$ cat src/rtl/ref_clk_sel_ctrl.sv
// ref_clk_sel_ctrl
// Control stage in front of the reference-clock divider tap decoder. It
// resynchronises the slow-control select request and waits until the request
// has been stable for several samples. Codes 5..7 are rejected. A new code is
// applied only at the /512 phase wrap, so the tap decoder never switches
// mid-period. After every switch, and after reset, ref_clk_valid is held low
// for a settle window.
`timescale 1ns/1ps

module ref_clk_sel_ctrl #(
   parameter int         STABLE_CYCLES = 4,
   parameter int         SETTLE_CYCLES = 1024,
   parameter logic [2:0] DEFAULT_SEL   = 3'd1
) (
   input  logic       clk,
   input  logic       rstn,
   input  logic [2:0] sel_req,
   input  logic       err_clr,
   output logic [2:0] ref_clk_sel,
   output logic       ref_clk_valid,
   output logic       sel_busy,
   output logic       sel_changed,
   output logic       err_invalid,
   output logic [8:0] div_cnt
);

   localparam int STW = $clog2(STABLE_CYCLES + 1);
   localparam int SEW = $clog2(SETTLE_CYCLES);

   // The candidate is accepted on the sample that brings the count to STABLE_CYCLES.
   localparam logic [STW-1:0] STABLE_LAST = STW'(STABLE_CYCLES - 1);
   localparam logic [SEW-1:0] SETTLE_LAST = SEW'(SETTLE_CYCLES - 1);
   localparam logic [2:0]     MAX_CODE    = 3'd4;
   localparam logic [8:0]     DIV_LAST    = 9'd511;

   typedef enum logic [1:0] {
      IDLE,
      QUALIFY,
      WAIT_ALIGN,
      SETTLE
   } state_t;

   state_t           state;
   logic [2:0]       sync_meta;
   logic [2:0]       sel_sync;
   logic [2:0]       req_q;
   logic [2:0]       cand;
   logic [STW-1:0]   stable_cnt;
   logic [SEW-1:0]   settle_cnt;

   // Two-flop resynchroniser per request bit. Bit skew is handled later by the stability qualifier.
   always_ff @(posedge clk) begin
      if (!rstn) begin
         sync_meta <= DEFAULT_SEL;
         sel_sync  <= DEFAULT_SEL;
      end else begin
         sync_meta <= sel_req;
         sel_sync  <= sync_meta;
      end
   end

   // Free-running /512 phase counter. Its 511->0 wrap is the only legal switch point.
   always_ff @(posedge clk) begin
      if (!rstn) begin
         div_cnt <= '0;
      end else begin
         div_cnt <= div_cnt + 9'd1;
      end
   end

   // Selection FSM with registered outputs. A rejection that sets err_invalid overrides err_clr in the same cycle.
   always_ff @(posedge clk) begin
      if (!rstn) begin
         state         <= SETTLE;
         req_q         <= DEFAULT_SEL;
         cand          <= DEFAULT_SEL;
         stable_cnt    <= '0;
         settle_cnt    <= '0;
         ref_clk_sel   <= DEFAULT_SEL;
         ref_clk_valid <= 1'b0;
         sel_busy      <= 1'b1;
         sel_changed   <= 1'b0;
         err_invalid   <= 1'b0;
      end else begin
         sel_changed <= 1'b0;
         if (err_clr) begin
            err_invalid <= 1'b0;
         end
         case (state)
            IDLE: begin
               if (sel_sync != req_q) begin
                  cand       <= sel_sync;
                  stable_cnt <= STW'(1);
                  state      <= QUALIFY;
                  sel_busy   <= 1'b1;
               end
            end
            QUALIFY: begin
               if (sel_sync == req_q) begin
                  state    <= IDLE;
                  sel_busy <= 1'b0;
               end else if (sel_sync != cand) begin
                  cand       <= sel_sync;
                  stable_cnt <= STW'(1);
               end else begin
                  stable_cnt <= stable_cnt + 1'b1;
                  if (stable_cnt == STABLE_LAST) begin
                     req_q <= cand;
                     if (cand > MAX_CODE) begin
                        err_invalid <= 1'b1;
                        state       <= IDLE;
                        sel_busy    <= 1'b0;
                     end else if (cand == ref_clk_sel) begin
                        state    <= IDLE;
                        sel_busy <= 1'b0;
                     end else begin
                        state <= WAIT_ALIGN;
                     end
                  end
               end
            end
            WAIT_ALIGN: begin
               if (div_cnt == DIV_LAST) begin
                  ref_clk_sel   <= req_q;
                  ref_clk_valid <= 1'b0;
                  settle_cnt    <= '0;
                  sel_changed   <= 1'b1;
                  state         <= SETTLE;
               end
            end
            SETTLE: begin
               if (settle_cnt == SETTLE_LAST) begin
                  ref_clk_valid <= 1'b1;
                  sel_busy      <= 1'b0;
                  state         <= IDLE;
               end else begin
                  settle_cnt <= settle_cnt + 1'b1;
               end
            end
            default: begin
               state    <= SETTLE;
               sel_busy <= 1'b1;
            end
         endcase
      end
   end

endmodule

$ cat config.mk
export PLATFORM = sky130hd
export DESIGN_NAME = ref_clk_sel_ctrl
export DESIGN_NICKNAME = d
export VERILOG_FILES = /design/src/rtl/ref_clk_sel_ctrl.sv
export SDC_FILE = /design/constraint.sdc
export NUM_CORES = 1
export LEC_CHECK = 0
export BUFFER_PORTS_ARGS = -buffer_cell sky130_fd_sc_hd__buf_4
export CAP_MARGIN = 20
export CORE_ASPECT_RATIO = 0.75
export CORE_MARGIN = 2
export CORE_UTILIZATION = 45
export CTS_BUF_LIST = sky130_fd_sc_hd__clkbuf_4
export DETAILED_ROUTE_END_ITERATION = 10
export PLACE_DENSITY = 0.67
export SLEW_MARGIN = 40
export SYNTH_ARGS = -nofsm -noshare
export SYNTH_HDL_FRONTEND = slang
export SYNTH_SLANG_ARGS = --single-unit
$ cat constraint.sdc
create_clock -name clk -period 3.1 [get_ports clk]
set_input_delay 0.31 -clock clk [delete_from_list [all_inputs] [get_ports clk]]
set_output_delay 0.31 -clock clk [all_outputs]
set_load 0.01 [all_outputs]
==> results of run 1 <==
-- power groups by stage --
stage / Sequential, mW / Combinational, mW / Clock, mW
floorplan: 0.584 / 0.0256 / 0
global placement: 0.584 / 0.0416 / 0
detailed placement: 0.584 / 0.0412 / 0
CTS: 0.572 / 0.0415 / 0.355
global route: 0.574 / 0.0460 / 0.375
finish: 0.572 / 0.0413 / 0.344
-- synthesized netlist by cell type, types with 3 or more instances --
master | number | share of area [%]
o21ai_0 | 6 | 1.5
or3_1 | 4 | 1.3
clkbuf_1 | 5 | 0.96
nand2b_1 | 3 | 0.96
xnor2_1 | 8 | 3.6
and3_1 | 4 | 1.3
nand4_1 | 7 | 2.2
xor2_1 | 6 | 2.7
nand3_1 | 10 | 2.6
ha_1 | 5 | 3.2
and2_1 | 6 | 1.9
a21oi_1 | 14 | 3.6
inv_1 | 4 | 0.77
dfxtp_1 | 43 | 44
and4_1 | 5 | 2.2
nand2_1 | 16 | 3.1
buf_2 | 4 | 1.0
o211ai_1 | 3 | 1.2
nor2_1 | 17 | 3.3
o31ai_1 | 6 | 2.3
-- final cells by class --
cell class	count	share of cell area [%]
well taps	55	3.11
flip-flops and latches	43	38.9
clock buffers	5	1.70
multi-input cells	151	46.3
clock inverters	3	1.75
repair buffers	22	7.47
inverters	4	0.679
-- state kept, by name, summed over array words and instances (netlist names), 3 cells and up, named ones only --
name	count
stable_cnt	3
sync_meta	3
req_q	3
cand	3
div_cnt	9
settle_cnt	10
sel_sync	3
ref_clk_sel	3
-- per-layer routing --
layer | track usage, % | wire, µm | vias up | share of wire, %
met2 | 22.0 | 1430 | 39 | 37
met1 | 28.2 | 2180 | 735 | 56
li1 | - | - | 803 | -
met3 | 4.40 | 211 | 7 | 5.4
met5 | 0 | 0 | - | 0
met4 | 7.99 | 68 | 0 | 1.7
-- kinds of logic (layout without fill, tap and decap cells) --
logic type | count (synthesis) | after routing | share of synthesized area [%]
adders and majority gates | 5 | 5 | 3.21
xor gates and xnor gates | 14 | 14 | 6.29
buffers and inverters | 14 | 34 | 3.34
muxes | 3 | 3 | 1.60
DFF | 43 | 43 | 44.1
AOI/OAI and AO/OA | 43 | 43 | 16.6
and+or+nand+nor | 86 | 86 | 24.8
-- path summary, 6_finish.rpt --
kind,start,endpoint
worst min-delay path,sel_req[0],sync_meta[0]
worst max register to register,div_cnt[0],settle_cnt[2]
worst min register to register,sync_meta[0],sel_sync[0]
worst max-delay path,div_cnt[0],settle_cnt[2]
-- metrics by stage --
step	instances	cell area, µm²
after global routing	283	2210
after global placement	275	2130
after detailed placement	275	2130
final	283	2210
after floorplan	208	1950
after CTS	283	2210
-- cell usage in the layout, fill, tap and decap left out, types with 4 or more instances in the layout --
master	synthesis	final
and4_1	5	5
dfxtp_1	43	43
xor2_1	6	6
or3_1	4	4
o21ai_0	6	6
clkbuf_4	0	5
nand4_1	7	7
a21oi_1	14	14
inv_1	4	4
nand3_1	10	10
nor2_1	17	17
xnor2_1	8	8
buf_4	0	22
o31ai_1	6	6
and3_1	4	4
nand2_1	16	16
ha_1	5	5
and2_1	6	6
-- worst max-delay path, cell delays in order, from the launching register on --
cell      delay (ps)
dfxtp_1          360
ha_1             250
nand3_1           80
nor2_1            50
ha_1             200
nand3b_1         330
nand2_1          290
a2111o_1         440
nand2_1           60
==> results.yml, run 1 <==
timing:
  hold_violations: 0
  tns_ps: 0
  fin_crit_ps: 2100
  setup_ws_ps: 995
  setup_viol: 0
  max_freq_mhz: 475
  fin_hold_ws_ps: 129
  rsz0062_at_grt: "false"
  slew_headroom_pct: 54.0
  worst_pin_slew_ps: 689
  slew_violations: 0
  finalCritPeriodShare_pct: 67.9
  fin_skew_ps: 18.2
cells_and_area:
  num-fill-cells: 385
  area_delta_synth_final_pct: 13.3
  nets: 238
  multi_input_area_um2: 1020
  num_antenna_cells: 0
  drive_gt1_share_pct: 15.8
  final_util_pct: 53.9
  seqCellArea_um2: 861
cts:
  h-tree-depth: 2
  path_clk_slew_ps: 120
  cts_hold_buf: 0
  cts-resized-gates: 0
  postCtsSetupBuffers: 0
  clockBufferDepth: 2
  tritoncts: "built"
  cts_made_buffers: 5
  cts_sinks: 43
  cts_root_buffer: "clkbuf_4"
  insertion_delay_ps: 360
job:
  maxCapViolCount: 0
worst_setup_path:
  path_class: "reg2reg"
  r2r.worst_path.cells: 8
  r2r_slack_ps: 1000
  crit_path_max_fanout: 11
  cp.arrival_ps: 2410
  cp_data_required_time_ps: 3400
  crit_path_start_kind: "flop"
  endpoint_kind: "flop"
detailed_routing:
  wl_per_cell_um: 13.7
  vias: 1584
  via_per_inst: 5.60
  drtIter0Drc: 108
  route.detailed.drc: 0
  routed_wirelength_um: 3890
  antenna_left: 0
  dr.pass1.iters: 5
pwr:
  seqPwrFrac_pct: 59.7
  clockPowerShare_pct: 35.9
  swShare_pct: 21.9
  vdd_ir_drop_max_uv: 271
  leakage_nw: 0.851
  fin_total_pwr_mw: 0.958
  switching_power_mw: 0.209
  power.density_nw_per_um2: 433
  p_comb_share_pct: 4.3
  internal-power_mw: 0.748
synth:
  syn_area_per_cell_um2: 9.38
  ys.flop_type: "dfxtp_1"
  ys_seq_elements: 43
  ys_types: 47
  synth_area_um2: 1950
  postSynthCellCount: 208
  yosys_warnings: 0
  ys_seq_area_share_pct: 44.1
  synth_nets: 219
  synth_edf_count: 0
  synthArstFlopShare_pct: 0
place:
  place.gp.congestion: 0.763
  dp_hpwl_um: 2650
  portBuffers: 21
  place_ws_ps: 1040
global_route:
  grt_pass1_wl_um: 6510
  grt_pass1_vias: 1288
  antenna_found_initial: 0
  grt_overflow_total: 0
  grt_usage_pct: 17.7
  grt_max_degree: 22
floorplanning:
  die_y_um: 61.0
  die_w_um: 80.0
  die_area_um2: 4880
  initial_core_util_pct: 47.5
  core_area_um2: 4100
  num_io_pins: 22
  rows: 20
status:
  outcome: "finished clean"
worst_hold_path:
  hold_depth: 2
  hp-class: "in2reg"
Note: power is estimated with default switching activity, not from simulation.
==> run 2: changes to the inputs <==
- clock period: 3.1 -> 2.1 ns (I/O delays scaled with it)
==> run 2 against run 1 <==
Net effect: via count fell by 0.69%; clock power rose by 87%; sequential share of layout area fell by 2.0 points; register-to-register slack got worse by 870 ps; fmax rose by 6.5%; count of clock-buffer cells in the layout did not move; cell count rose by 3.9%; combinational power rose by 68%; sequential power rose by 48%; highest routed layer unchanged; critical endpoint is now settle_cnt[5]; hold slack got worse by 98 ps.
==> results.yml, run 2 (synthesis gave the netlist of run 1 again) <==
job:
  maxCapViolCount: 0
detailed_routing:
  dr.pass1.iters: 4
  wl_met1_um: 2220
  antenna_left: 0
  route.detailed.drc: 0
  routed_wirelength_um: 3860
  via_per_inst: 5.35
  wl_per_cell_um: 13.1
  routed-wl-met2_um: 1410
  vias: 1573
  highest_layer: "met4"
  drtIter0Drc: 123
  dr_wl_met3_um: 176
timing:
  worst_pin_slew_ps: 692
  setup_viol: 0
  fin_skew_ps: 6.47
  max_freq_mhz: 506
  fin_crit_ps: 1980
  finalCritPeriodShare_pct: 94.2
  slew_headroom_pct: 53.8
  tns_ps: 0
  hold_violations: 0
  slew_violations: 0
cts:
  cts_root_buffer: "clkbuf_4"
  path_clk_slew_ps: 130
  clockBufferDepth: 2
  cts_sinks: 43
  tritoncts: "built"
  cts_made_buffers: 5
  h-tree-depth: 2
  insertion_delay_ps: 350
cells_and_area:
  drive_gt1_share_pct: 24.7
  top_register: "settle_cnt"
  fin_cells: 294
  area_delta_synth_final_pct: 20.2
  reg_top3: "settle_cnt x10, div_cnt x9"
  final_cell_mix: "38 x dfxtp_1, 33 x buf_4, 16 x nand2_1, 16 x nor2_1, 13 x a21oi_1"
  largest_reg_flops: 10
  final_common_cell: "dfxtp_1"
  final_util_pct: 57.1
  nets: 249
  num_antenna_cells: 0
global_route:
  grt_pass1_wl_um: 6460
  grt_overflow_total: 0
  grt_usage_pct: 17.3
  grt_pass1_vias: 1336
  grt_max_degree: 22
  antenna_found_initial: 0
floorplanning:
  die_area_um2: 4880
  initial_core_util_pct: 47.5
  die_w_um: 80.0
  die_y_um: 61.0
  core_area_um2: 4100
  rows: 20
  num_io_pins: 22
place:
  dp_hpwl_um: 2730
  place_inst: 284
  place.gp.congestion: 0.813
  portBuffers: 21
worst_setup_path:
  r2r-start: "div_cnt[0]"
  reg2reg_to: "settle_cnt[5]"
  endpoint_kind: "flop"
  r2r.worst_path.cells: 9
  path_class: "reg2reg"
  r2r_slack_ps: 120
  cp_data_required_time_ps: 2390
  cp.arrival_ps: 2270
  crit_path_max_fanout: 7
  crit_path_start_kind: "flop"
pwr:
  vdd_ir_drop_max_uv: 563
  power.density_nw_per_um2: 663
  fin_total_pwr_mw: 1.56
  leakage_nw: 0.913
status:
  outcome: "finished clean"
worst_hold_path:
  hold_start: "sel_req[0]"
  hold_end: "sync_meta[0]"
  hold_depth: 2
  hp-class: "in2reg"
[run 2: layout make-up]
cell class | count | area [µm²]
fillers | 383 | 1760
well taps | 55 | 68.8
multi-input cells | 151 | 1040
clock inverters | 3 | 67.6
flip-flops and latches | 43 | 867
clock buffers | 5 | 37.5
inverters | 4 | 15.0
repair buffers | 33 | 248
[run 2: worst max path at each step]
stage               start             to  slack [ps]  cells after the start
2_1_floorplan  div_cnt[0]  settle_cnt[7]         220                      8
3_3_place_gp   div_cnt[5]  settle_cnt[5]         170                      9
3_5_place_dp   div_cnt[5]  settle_cnt[5]          80                      9
4_1_cts        div_cnt[5]  settle_cnt[5]          40                      9
5_1_grt        div_cnt[0]  settle_cnt[5]         -20                      9
6_report       div_cnt[0]  settle_cnt[5]         120                      9
[run 2: where the power goes]
| part | internal (mW) | switching (mW) |
|---|---|---|
| Sequential | 0.832 | 0.0129 |
| Combinational | 0.0345 | 0.0350 |
| Clock | 0.370 | 0.272 |
| Total | 1.24 | 0.319 |
[run 2: metal layers]
| metal | global-route usage [%] | up-vias |
|---|---|---|
| met5 | 0 | - |
| met4 | 6.54 | 0 |
| met3 | 4.69 | 4 |
| met2 | 21.1 | 35 |
| met1 | 28.1 | 706 |
| li1 | - | 828 |
[run 2: stage by stage]
step	worst slack, ps	instance area [µm²]	hold WS, ps
after floorplan	215	1950	311
after global placement	165	2200	390
after detailed placement	77.0	2200	394
after CTS	41.6	2310	18.6
after global routing	-20.4	2340	10.4
final	123	2340	30.7
[run 2: critical path: stages (launching register included)]
cell and delay (ps):
dfxtp_2 380, ha_2 180, nand3_1 80, nor2_2 130, ha_2 190, and3b_2 210, nor4_2 50, buf_4 160
or4_4 410, a21oi_2 130
[run 2: repair_timing]
item	in CTS	in global routing
setup endpoints to repair	0	2
buffers inserted	0	2
gates resized for setup	0	11
hold buffers	0	0
==> run 3: changes to the inputs <==
- CORE_UTILIZATION: 45 -> 60
- PLACE_DENSITY: 0.67 -> 0.84
==> run 3 against run 2 <==
Net effect: power down 16%; worst setup slack gained 0.87 ps; largest power group unchanged; clock power fell by 38%; utilization increased by 16 points; critical endpoint unchanged; hold slack lost 15 ps; die area fell by 24%.
==> results.yml, run 3 (synthesis gave the netlist of run 1 again) <==
worst_setup_path:
  crit_path_start_kind: "flop"
  cp_data_required_time_ps: 2390
  crit_path_top_delay_cell: "or4_1"
  endpoint_kind: "flop"
  path_cells: "and3_1, nand2_1, nor2_1, ha_1, and3b_2, nor4_4, or4_1, a21oi_1"
  path_class: "reg2reg"
  crit_path_max_fanout: 7
  cp.arrival_ps: 2270
  cp_slowest_stage_delay_ps: 420
global_route:
  grt_max_degree: 22
  grt_util_met3_pct: 9.14
  use_met1_pct: 32.8
  grt_overflow_total: 0
  grt_usage_pct: 24.9
  grt_pass1_wl_um: 7070
  busiest_layer: "met2"
  grt_pass1_vias: 1485
  antenna_found_initial: 0
  grt_util_met2_pct: 37.9
place:
  place.gp.congestion: 0.868
  portBuffers: 21
  dp_hpwl_um: 2950
timing:
  fin_skew_ps: 11.3
  hold_violations: 0
  worst_pin_slew_ps: 660
  slew_headroom_pct: 55.9
  fin_hold_ws_ps: 16.1
  slew_violations: 0
  finalCritPeriodShare_pct: 94.1
  fin_crit_ps: 1980
  max_freq_mhz: 506
  rsz0062_at_grt: "false"
  setup_viol: 0
  tns_ps: 0
detailed_routing:
  routed_wirelength_um: 4240
  route.detailed.drc: 0
  antenna_left: 0
  via_per_inst: 5.97
  vias: 1619
  dr.pass1.iters: 4
  drtIter0Drc: 191
  wl_per_cell_um: 15.6
cts:
  h-tree-depth: 2
  cts_hold_buf: 0
  insertion_delay_ps: 370
  tritoncts: "built"
  cts_made_buffers: 5
  cts_root_buffer: "clkbuf_4"
  path_clk_slew_ps: 120
  cts_sinks: 43
  clockBufferDepth: 2
floorplanning:
  rows: 17
  num_io_pins: 22
  die_w_um: 69.8
  core_area_um2: 3020
  initial_core_util_pct: 64.6
  die_y_um: 53.4
  die_area_um2: 3730
cells_and_area:
  final_util_pct: 73.5
  final_common_cell: "dfxtp_1"
  top_register: "settle_cnt"
  drive_gt1_share_pct: 19.7
  reg_top3: "settle_cnt x10, div_cnt x9"
  num_antenna_cells: 0
  final_cell_mix: "39 x dfxtp_1, 27 x buf_4, 17 x nor2_1, 16 x nand2_1, 14 x a21oi_1"
  area_delta_synth_final_pct: 13.9
  num-fill-cells: 231
  nets: 243
  largest_reg_flops: 10
worst_hold_path:
  hp-class: "in2reg"
pwr:
  vdd_ir_drop_max_uv: 579
  leakage_nw: 0.861
  fin_total_pwr_mw: 1.31
  power.density_nw_per_um2: 590
job:
  maxCapViolCount: 0
status:
  outcome: "finished clean"
run 3: metal layers:
metal	share of wire [%]	wire length [µm]	vias up
met4	1.5	65	0
met2	45	1930	55
met3	6.3	269	7
li1	-	-	808
met1	47	1980	749
met5	0	0	-
run 3: cell type report:
class | count | area [µm²] | share of cell area (%)
Clock buffer | 6 | 45.0 | 2.03
Clock inverter | 2 | 7.51 | 0.338
Inverter | 4 | 15.0 | 0.676
Multi-Input combinational cell | 151 | 1040 | 46.7
Sequential cell | 43 | 866 | 39.0
Tap cell | 38 | 47.5 | 2.14
Timing Repair Buffer | 27 | 203 | 9.13
run 3: final timing paths:
kind | slack, ps | end | start | cells after the start
setup reg to reg | 120 | settle_cnt[5] | div_cnt[4] | 8
setup / recovery | 120 | settle_cnt[5] | div_cnt[4] | 8
hold / removal | 20 | sync_meta[0] | sel_req[0] | 2
hold reg to reg | 430 | sel_sync[0] | sync_meta[0] | 1
run 3: report_power, final:
part	total [mW]	leakage (nW)	switching [mW]	internal, mW
logic	0.0649	0.480	0.0339	0.0310
clock network	0.399	0.0307	0.262	0.137
registers	0.846	0.351	0.0143	0.831
total	1.31	0.861	0.310	1.00
run 3: stage by stage:
| step | instances | setup WS (ps) | cell area, µm² |
|---|---|---|---|
| finish | 271 | 124 | 2220 |
| CTS | 270 | 27.0 | 2200 |
| global route | 271 | 9.87 | 2220 |
| detailed placement | 262 | -3.05 | 2140 |
| global placement | 262 | 173 | 2140 |
| floorplan | 208 | 215 | 1950 |
run 3: what timing repair did:
action | in CTS | in global routing
resized for setup | 1 | 6
buffers inserted | 0 | 1
pin swaps | 0 | 0
endpoints found under the setup margin | 2 | 3
run 3: worst max-delay path: cells and delay by family (launching register included):
kind | cells | cell delay, ps
compound gates | 1 | 180
flops | 1 | 380
simple gates | 6 | 1130
fa+ha+maj | 1 | 210
